## config.mk

```make
export PLATFORM = sky130hd
export DESIGN_NAME = com_rx
export DESIGN_NICKNAME = d
export VERILOG_FILES = /design/src/rtl/com_rx.sv
export SDC_FILE = /design/constraint.sdc
export NUM_CORES = 1
export LEC_CHECK = 0
export ABC_AREA = 1
export CAP_MARGIN = 0
export CORE_ASPECT_RATIO = 1.75
export CORE_UTILIZATION = 64
export CTS_BUF_LIST = sky130_fd_sc_hd__clkbuf_4
export CTS_CLUSTER_DIAMETER = 200
export CTS_CLUSTER_SIZE = 25
export DETAILED_ROUTE_END_ITERATION = 12
export PLACE_DENSITY_LB_ADDON = 0.3
export SKIP_LAST_GASP = 1
export SLEW_MARGIN = 10
export SYNTH_ARGS = -nofsm -noshare
export SYNTH_HDL_FRONTEND = slang
export SYNTH_SLANG_ARGS = --single-unit
```

## constraint.sdc

```tcl
create_clock -name clk -period 4.05 [get_ports clk]
set_clock_uncertainty 0.2 [all_clocks]
set_input_delay 0.405 -clock clk [delete_from_list [all_inputs] [get_ports clk]]
set_output_delay 0.405 -clock clk [all_outputs]
set_load 0.02 [all_outputs]
```

## src/rtl/com_rx.sv

```systemverilog
// com_rx: byte-per-cycle link receiver. Hunts for SYNC, decodes PID, length,
// payload and CRC, writes payload bytes to RAM and reports the packet type,
// length and error flags to the controller over the fs/fd level handshake.
// CRC definitions (MSB-first, no final xor):
//   crc5 : poly x^5+x^2+1 (5'h05), init 5'h1F, reported zero-extended to 8 bits
//   crc16: poly x^16+x^15+x^2+1 (16'h8005), init 16'hFFFF
module com_rx #(
  parameter logic [11:0] MAX_LEN  = 12'h800,
  parameter logic [11:0] ADDR_RST = 12'hFF0
) (
  input  logic        clk,
  input  logic        rst_n,
  input  logic        fs,
  output logic        fd,
  input  logic [7:0]  com_rxd,
  input  logic [11:0] ram_addr_init,
  output logic [11:0] ram_txa,
  output logic [7:0]  ram_txd,
  output logic        ram_txe,
  output logic [3:0]  btype,
  output logic [11:0] rx_dlen,
  output logic        crc_err,
  output logic        pid_err
);

  localparam logic [7:0]  SYNC       = 8'h0F;
  localparam logic [4:0]  CRC5_POLY  = 5'h05;
  localparam logic [4:0]  CRC5_INIT  = 5'h1F;
  localparam logic [15:0] CRC16_POLY = 16'h8005;
  localparam logic [15:0] CRC16_INIT = 16'hFFFF;

  typedef enum logic [3:0] {
    S_IDLE, S_WAIT, S_HUNT, S_WPID, S_DNUM,
    S_WORK, S_CRC0, S_CRC1, S_CHK,  S_DONE
  } state_t;

  state_t      state;
  logic [11:0] num;          // payload byte index within the packet
  logic [11:0] init_reg;     // RAM base address captured while waiting
  logic        is_stat;      // STAT packets carry a single crc5 byte
  logic        dnum_lo;      // second length byte expected next
  logic [15:0] crc_rx;       // CRC bytes as received
  logic [4:0]  crc5_reg;
  logic [15:0] crc16_reg;
  logic [11:0] dnum_len;     // full length once the low byte arrives

  assign dnum_len = {rx_dlen[11:8], com_rxd};

  // One byte through the crc5 register, MSB first
  function automatic logic [4:0] crc5_next(input logic [4:0] c, input logic [7:0] d);
    logic [4:0] r;
    logic       fb;
    r = c;
    for (int i = 7; i >= 0; i--) begin
      fb = r[4] ^ d[i];
      r  = {r[3:0], 1'b0} ^ (fb ? CRC5_POLY : 5'h00);
    end
    return r;
  endfunction

  // One byte through the crc16 register, MSB first
  function automatic logic [15:0] crc16_next(input logic [15:0] c, input logic [7:0] d);
    logic [15:0] r;
    logic        fb;
    r = c;
    for (int i = 7; i >= 0; i--) begin
      fb = r[15] ^ d[i];
      r  = {r[14:0], 1'b0} ^ (fb ? CRC16_POLY : 16'h0000);
    end
    return r;
  endfunction

  // Packet parser FSM with registered outputs and RAM write port
  always_ff @(posedge clk or negedge rst_n) begin
    if (!rst_n) begin
      state     <= S_IDLE;
      fd        <= 1'b0;
      ram_txe   <= 1'b0;
      ram_txd   <= 8'h00;
      ram_txa   <= ADDR_RST;
      btype     <= 4'b0000;
      rx_dlen   <= 12'h000;
      crc_err   <= 1'b0;
      pid_err   <= 1'b0;
      num       <= 12'h000;
      init_reg  <= 12'h000;
      is_stat   <= 1'b0;
      dnum_lo   <= 1'b0;
      crc_rx    <= 16'h0000;
      crc5_reg  <= CRC5_INIT;
      crc16_reg <= CRC16_INIT;
    end else begin
      ram_txe <= 1'b0;
      case (state)
        S_IDLE: state <= S_WAIT;
        S_WAIT: begin
          fd        <= 1'b0;
          btype     <= 4'b0000;
          rx_dlen   <= 12'h000;
          crc_err   <= 1'b0;
          pid_err   <= 1'b0;
          num       <= 12'h000;
          dnum_lo   <= 1'b0;
          init_reg  <= ram_addr_init;
          crc5_reg  <= CRC5_INIT;
          crc16_reg <= CRC16_INIT;
          if (fs) state <= S_HUNT;
        end
        S_HUNT: if (com_rxd == SYNC) state <= S_WPID;
        S_WPID: begin
          case (com_rxd)
            8'h2D:   begin btype <= 4'b0001; fd <= 1'b1; state <= S_DONE; end
            8'hA5:   begin btype <= 4'b0010; fd <= 1'b1; state <= S_DONE; end
            8'hE1:   begin btype <= 4'b0011; fd <= 1'b1; state <= S_DONE; end
            8'hD2:   begin btype <= 4'b1000; is_stat <= 1'b1; state <= S_DNUM; end
            8'h96:   begin btype <= 4'b1101; is_stat <= 1'b0; state <= S_DNUM; end
            8'h5A:   begin btype <= 4'b1110; is_stat <= 1'b0; state <= S_DNUM; end
            default: begin btype <= 4'b0000; pid_err <= 1'b1; fd <= 1'b1; state <= S_DONE; end
          endcase
        end
        S_DNUM: begin
          if (!dnum_lo) begin
            rx_dlen[11:8] <= com_rxd[3:0];
            dnum_lo       <= 1'b1;
          end else begin
            rx_dlen[7:0] <= com_rxd;
            if (dnum_len > MAX_LEN) begin
              pid_err <= 1'b1;
              fd      <= 1'b1;
              state   <= S_DONE;
            end else if (dnum_len == 12'h000) begin
              state <= S_CRC0;
            end else begin
              state <= S_WORK;
            end
          end
        end
        S_WORK: begin
          ram_txe   <= 1'b1;
          ram_txd   <= com_rxd;
          ram_txa   <= init_reg + num;
          num       <= num + 12'd1;
          crc5_reg  <= crc5_next(crc5_reg, com_rxd);
          crc16_reg <= crc16_next(crc16_reg, com_rxd);
          if (num == rx_dlen - 12'd1) state <= S_CRC0;
        end
        S_CRC0: begin
          if (is_stat) begin
            crc_rx <= {8'h00, com_rxd};
            state  <= S_CHK;
          end else begin
            crc_rx[15:8] <= com_rxd;
            state        <= S_CRC1;
          end
        end
        S_CRC1: begin
          crc_rx[7:0] <= com_rxd;
          state       <= S_CHK;
        end
        S_CHK: begin
          crc_err <= is_stat ? (crc_rx[7:0] != {3'b000, crc5_reg})
                             : (crc_rx != crc16_reg);
          fd      <= 1'b1;
          state   <= S_DONE;
        end
        S_DONE: begin
          if (!fs) begin
            fd    <= 1'b0;
            state <= S_WAIT;
          end
        end
        default: state <= S_IDLE;
      endcase
    end
  end

endmodule
```

==> results of run 1 <==
==> final cells by class <==
type	count	area [um2]	share of cell area
Clock buffer	11	82.6	0.0120
Clock inverter	5	56.3	0.00818
Inverter	95	357	0.0518
Multi-Input combinational cell	509	2850	0.413
Sequential cell	107	2710	0.394
Tap cell	120	150	0.0218
Timing Repair Buffer	70	681	0.0989
==> metrics by stage <==
step	setup slack [ns]	power [uW]	cells
final	1.30	3180	917
after global placement	1.08	2590	900
after detailed placement	1.10	2630	900
after floorplan	1.69	2170	724
after CTS	1.29	3170	917
after global routing	1.11	3360	917
==> power breakdown <==
group,internal (uW),total (uW),switching [uW]
Combinational,449,1180,730
Sequential,1270,1440,172
Clock,200,554,353
==> worst max-delay path, delay by kind of cell (launching register included) <==
family / cells / cell delay [ns]
AND/OR/NAND/NOR: 6 / 0.52
adder cells (fa/ha/maj): 2 / 0.57
AO/OA/AOI/OAI: 4 / 0.65
XOR/XNOR: 1 / 0.13
flip-flops: 1 / 0.49
buffers and inverters: 2 / 0.15
==> routing by layer <==
layer  GRT usage  routed length [um]  share of wire  vias to the layer above
met5           0                   0              0                        -
met4       0.236                 994          0.059                        0
met3      0.0664                 892          0.053                       79
met2       0.673                9060           0.54                      231
met1       0.382                5940           0.35                     2616
li1            -                   -              -                     2518
==> cell usage in the layout, fill, tap and decap left out, types with 4 or more instances in the layout <==
cell type,n
dfstp_2,29
nand2_2,7
nor2_1,47
ha_1,13
inv_1,91
nand2_1,159
clkbuf_4,11
clkdlybuf4s50_1,61
nand2_4,9
xor2_1,26
a31oi_1,4
o32ai_1,4
or2_2,6
nand4_1,12
o21ai_0,61
nor4_1,5
nand3_2,5
a21oi_1,31
nand3_1,30
buf_4,8
nor3_1,12
xnor2_1,31
o22ai_1,26
dfrtp_1,78
==> timing repair <==
item	in CTS	in global routing
hold buffers	1	0
endpoints found under the setup margin	0	0
endpoints found under the hold margin	23	0
==> kinds of logic (layout without fill, tap and decap cells) <==
logic type,count (synthesis),count (layout),share of synthesized area
compound gates,141,141,0.134
xor+xnor,57,57,0.0836
fa+ha+maj,14,14,0.0306
buf+inv,108,181,0.0687
flops,107,107,0.455
simple gates,297,297,0.228
==> worst paths after layout <==
kind                            slack (ns)      endpoint  cells after the start
worst max-delay path                  1.30   ram_txa[10]                     15
worst min-delay path                  0.21        num[0]                      2
worst max register to register        1.30   ram_txa[10]                     15
worst min register to register        0.28   ram_txa[11]                      2
max in group asynchronous             2.44    ram_txd[5]                      3
min in group clk                      0.26  init_reg[10]                      3
==> flow_metrics.env, run 1 <==
export IMPL_outcome="complete, no violations"
export IMPL_die_w_um=75.0
export IMPL_ys_flop_type="dfrtp_1"
export IMPL_setup_viol=0
export IMPL_clock_fmax_mhz=363
export IMPL_route_detailed_drc=0
export IMPL_dr_total_vias=5444
export IMPL_hpwl_um=12600
export IMPL_final_cell_area_um2=6890
export IMPL_synth_top_cell_by_area="dfrtp_1"
export IMPL_grt_pass1_vias=5540
export IMPL_start_util=0.661
export IMPL_via_per_inst=5.94
export IMPL_yosys_top_cells_count="nand2_1, inv_1, dfrtp_1"
export IMPL_dieHeight_um=130
export IMPL_clk_pin_slew_ns=0.17
export IMPL_yosysSeqAreaShare=0.455
export IMPL_r2r_start="num[0]"
export IMPL_gp_congestion=0.933
export IMPL_drv_slew=0
export IMPL_slowest_stage="dfrtp_1"
export IMPL_synth_cell_types=41
export IMPL_post_route_util=0.762
export IMPL_cts_buffers_inserted=9
export IMPL_ys_ff_latch=107
export IMPL_postSynth_asyncResetShare=1.00
export IMPL_whs_ns=0.210
export IMPL_routed_wl_um=16900
export IMPL_io_buffers=62
export IMPL_track_usage=0.373
export IMPL_cp_required_ns=4.24
export IMPL_syn_inst=724
export IMPL_post_cts_buffers=0
export IMPL_arrival_ns=2.94
export IMPL_grt_start_max_net_pins=47
export IMPL_grt_antenna_before_repair=0
export IMPL_yosys_cell_count_top_type="nand2_1"
export IMPL_path_cells="ha_1, inv_1, fa_1, inv_1, nand3_1, nand2_1, nand2_1, nand2_1, a21oi_1, o21ai_0, a21oi_1, nor2_1, nor2_1, xor2_1, o21ai_0"
export IMPL_cts_htree_levels=3
export IMPL_fillers=694
export IMPL_p_per_area_nw_per_um2=461
export IMPL_cp_slowest_stage_delay_ns=0.49
export IMPL_cts_root_buf="clkbuf_4"
export IMPL_cts_resized_gates=0
export IMPL_syn2layout_area_growth_pct=15.3
export IMPL_drt_wirelength_per_cell_um=18.4
export IMPL_crit_type="flop to flop"
export IMPL_end_kind="flop"
export IMPL_synth_edf_count=0
export IMPL_drt_iter0_drc=453
export IMPL_num_rows=46
export IMPL_overflow=0
export IMPL_clk_latency_ns=0.46
export IMPL_final_nets=829
export IMPL_dpl_cell_area_um2=6740
export IMPL_crit_fanout=6
export IMPL_num_antenna_cells=0
export IMPL_ant_nets=0
export IMPL_synth_warnings=0
export IMPL_post_route_min_period_ns=2.75
export IMPL_num_io_pins=63
export IMPL_avgSynthCellArea_um2=8.25
export IMPL_cpMostUsedCell="nand2_1"
export IMPL_hold_class="primary input to asynchronous set/reset pin"
export IMPL_vdd_drop_max_mv=0.355
export IMPL_fin_crit_sh=0.679
export IMPL_grt_pass1_wl_um=26500
export IMPL_clock_sinks=107
export IMPL_tightest_slew_ns=1.15
export IMPL_die_area_um2=9730
export IMPL_drive_gt1_frac=0.108
export IMPL_rsz0062_at_grt="false"
export IMPL_tns_ns=0
export IMPL_cts_tree="yes"
export IMPL_netlist_area_leader_share=0.327
export IMPL_critPathLaunch="num[0]"
export IMPL_max_cap_violations=0
export IMPL_drt_pass1_iter_count=6
export IMPL_core_area_um2=9040
export IMPL_hold_viol=0
export IMPL_static_leakage_power_uw=0.00323
export IMPL_synth_area_um2=5970
export IMPL_start_kind="flop"
export IMPL_clk_path_buf_depth=2
export IMPL_synth_nets=761
export IMPL_yosys_top_cells_area="dfrtp_1, dfstp_2, nand2_1, inv_1, o21ai_0"
export IMPL_relSlewSlack=0.232
Power figures use the tool's default switching activity.
==> run 2, diff against run 1 <==
- CORE_UTILIZATION: 64 -> 59
- clock period: 4.05 -> 2.6 ns (I/O delays scaled with it)
==> run 2 against run 1 <==
  * Utilization fell by 3.2 points
  * Fmax rose by 15%
  * Combinational power rose by 64%
  * Largest power group unchanged
==> flow_metrics.env, run 2 (synthesis results as in run 1) <==
export IMPL_start_util=0.606
export IMPL_clk_path_buf_depth=2
export IMPL_cts_tree="yes"
export IMPL_grt_pass1_wl_um=27500
export IMPL_hold_start="ram_addr_init[9]"
export IMPL_stdcell_count=951
export IMPL_mostFrequentLayoutCell="nand2_1"
export IMPL_num_io_pins=63
export IMPL_hold_viol=0
export IMPL_final_cell_mix="nand2_1, inv_1, dfrtp_1"
export IMPL_wl_met3_um=932
export IMPL_place_ws_ns=-0.0274
export IMPL_p_int_uw=3130
export IMPL_drt_wirelength_per_cell_um=18.0
export IMPL_via_per_inst=5.74
export IMPL_drt_iter0_drc=359
export IMPL_path_cells="ha_2, inv_1, fa_1, inv_2, nand3_1, nand2_1, nand2_1, nand2_1, a21oi_1, o21ai_1, a21oi_1, nor2_1, nor2_1, xor2_1, o21ai_1"
export IMPL_slowest_stage="dfrtp_1"
export IMPL_cts_htree_levels=3
export IMPL_cpMostUsedCell="nand2_1"
export IMPL_overflow=0
export IMPL_dpl_cell_area_um2=6940
export IMPL_start_kind="flop"
export IMPL_num_rows=48
export IMPL_grt_start_max_net_pins=45
export IMPL_syn2layout_area_growth_pct=20.5
export IMPL_whs_ns=0.0879
export IMPL_grt_antenna_before_repair=1
export IMPL_track_usage=0.349
export IMPL_layout_setup_ws_ns=0.217
export IMPL_rr_worst_depth=15
export IMPL_core_area_um2=9850
export IMPL_critPathLaunch="init_reg[0]"
export IMPL_routed_wl_um=17100
export IMPL_clk_latency_ns=0.48
export IMPL_pwr_share_seq=0.434
export IMPL_tightest_slew_ns=0.601
export IMPL_dr_total_vias=5459
export IMPL_routed_top_layer="met4"
export IMPL_clock_sinks=107
export IMPL_arrival_ns=2.61
export IMPL_combinationalPowerShare=0.375
export IMPL_route_detailed_drc=0
export IMPL_placed_cells=929
export IMPL_drv_slew=0
export IMPL_vdd_drop_max_mv=0.514
export IMPL_drt_pass1_iter_count=6
export IMPL_fillers=788
export IMPL_max_cap_violations=0
export IMPL_setup_viol=0
export IMPL_hpwl_um=12800
export IMPL_p_per_area_nw_per_um2=714
export IMPL_power_switching_uw=2000
export IMPL_io_buffers=62
export IMPL_crit_type="flop to flop"
export IMPL_ant_nets=0
export IMPL_cp_slowest_stage_delay_ns=0.39
export IMPL_post_route_min_period_ns=2.38
export IMPL_end_kind="flop"
export IMPL_clock_fmax_mhz=420
export IMPL_cts_buffers_inserted=9
export IMPL_relSlewSlack=0.600
export IMPL_fin_crit_sh=0.917
export IMPL_cts_root_buf="clkbuf_4"
export IMPL_die_area_um2=10500
export IMPL_hold_depth=3
export IMPL_outcome="complete, no violations"
export IMPL_r2r_start="init_reg[0]"
export IMPL_met2_length_um=9150
export IMPL_hold_class="primary input to flop"
export IMPL_drive_gt1_frac=0.149
export IMPL_grt_pass1_vias=5571
export IMPL_wl_met1_um=6000
export IMPL_clk_pin_slew_ns=0.17
export IMPL_final_nets=857
export IMPL_crit_fanout=3
export IMPL_static_leakage_power_uw=0.00339
export IMPL_final_cell_area_um2=7190
export IMPL_gp_congestion=0.928
export IMPL_tns_ns=0
export IMPL_die_w_um=78.0
export IMPL_switching_share=0.390
export IMPL_dieHeight_um=135
export IMPL_clkPwrFrac=0.191
export IMPL_cp_required_ns=2.82
==> run 2: cell types whose count changed in the layout (fill, tap and decap cells not counted), sizes merged <==
cell      delta
clkinvlp     -3
clkbuf       -2
inv          +2
bufinv       +1
diode        +1
clkinv       +2
buf         +28
==> run 2: power by group through the flow <==
stage | Sequential (uW) | Clock [uW] | Combinational [uW]
after floorplan | 2310 | 0 | 1070
after global placement | 2240 | 0 | 1840
after detailed placement | 2250 | 0 | 1890
after CTS | 2220 | 994 | 1900
after global routing | 2260 | 1040 | 2140
final | 2230 | 979 | 1930
==> run 2: cell type report <==
| cell class | count | area (um2) | share of cell area |
|---|---|---|---|
| antenna | 1 | 2.50 | 0.000348 |
| clock buffer | 9 | 67.6 | 0.00939 |
| clock inverter | 7 | 98.8 | 0.0137 |
| inverter | 95 | 357 | 0.0496 |
| multi-input combinational | 509 | 2890 | 0.402 |
| sequential | 107 | 2720 | 0.377 |
| tap | 125 | 156 | 0.0217 |
| timing repair buffer | 98 | 903 | 0.126 |
==> run 2: repair_timing <==
| item | CTS | global route |
|---|---|---|
| hold endpoints to repair | 42 | 0 |
| setup endpoints to repair | 0 | 7 |
| buffers inserted | 0 | 4 |
| resized for setup | 0 | 14 |
| hold buffers | 1 | 0 |
==> run 2: routing by layer <==
metal  track usage  vias to the layer above
met2         0.629                      220
met1         0.368                     2595
li1              -                     2579
met5             0                        -
met3        0.0534                       65
met4         0.244                        0
==> run 2: path summary, 6_finish.rpt <==
kind / end / slack [ns]
min reg2reg: ram_txa[0] / 0.29
min in group asynchronous: rx_dlen[0] / 0.10
max reg2reg: ram_txa[10] / 0.22
min: init_reg[9] / 0.09
max: ram_txa[10] / 0.22
max in group asynchronous: ram_txa[4] / 1.33
==> run 2: critical path, delay by kind of cell, from the launching register on <==
kind	cells	cell delay, ns
compound gates	4	0.48
xor+xnor	1	0.13
fa+ha+maj	2	0.56
buf+inv	2	0.12
flops	1	0.39
simple gates	6	0.43
==> run 2: per-stage QoR <==
stage	util	power (uW)
floorplan	-	3380
global placement	0.704	4080
detailed placement	0.704	4140
CTS	0.722	5120
global route	0.730	5440
finish	0.730	5140
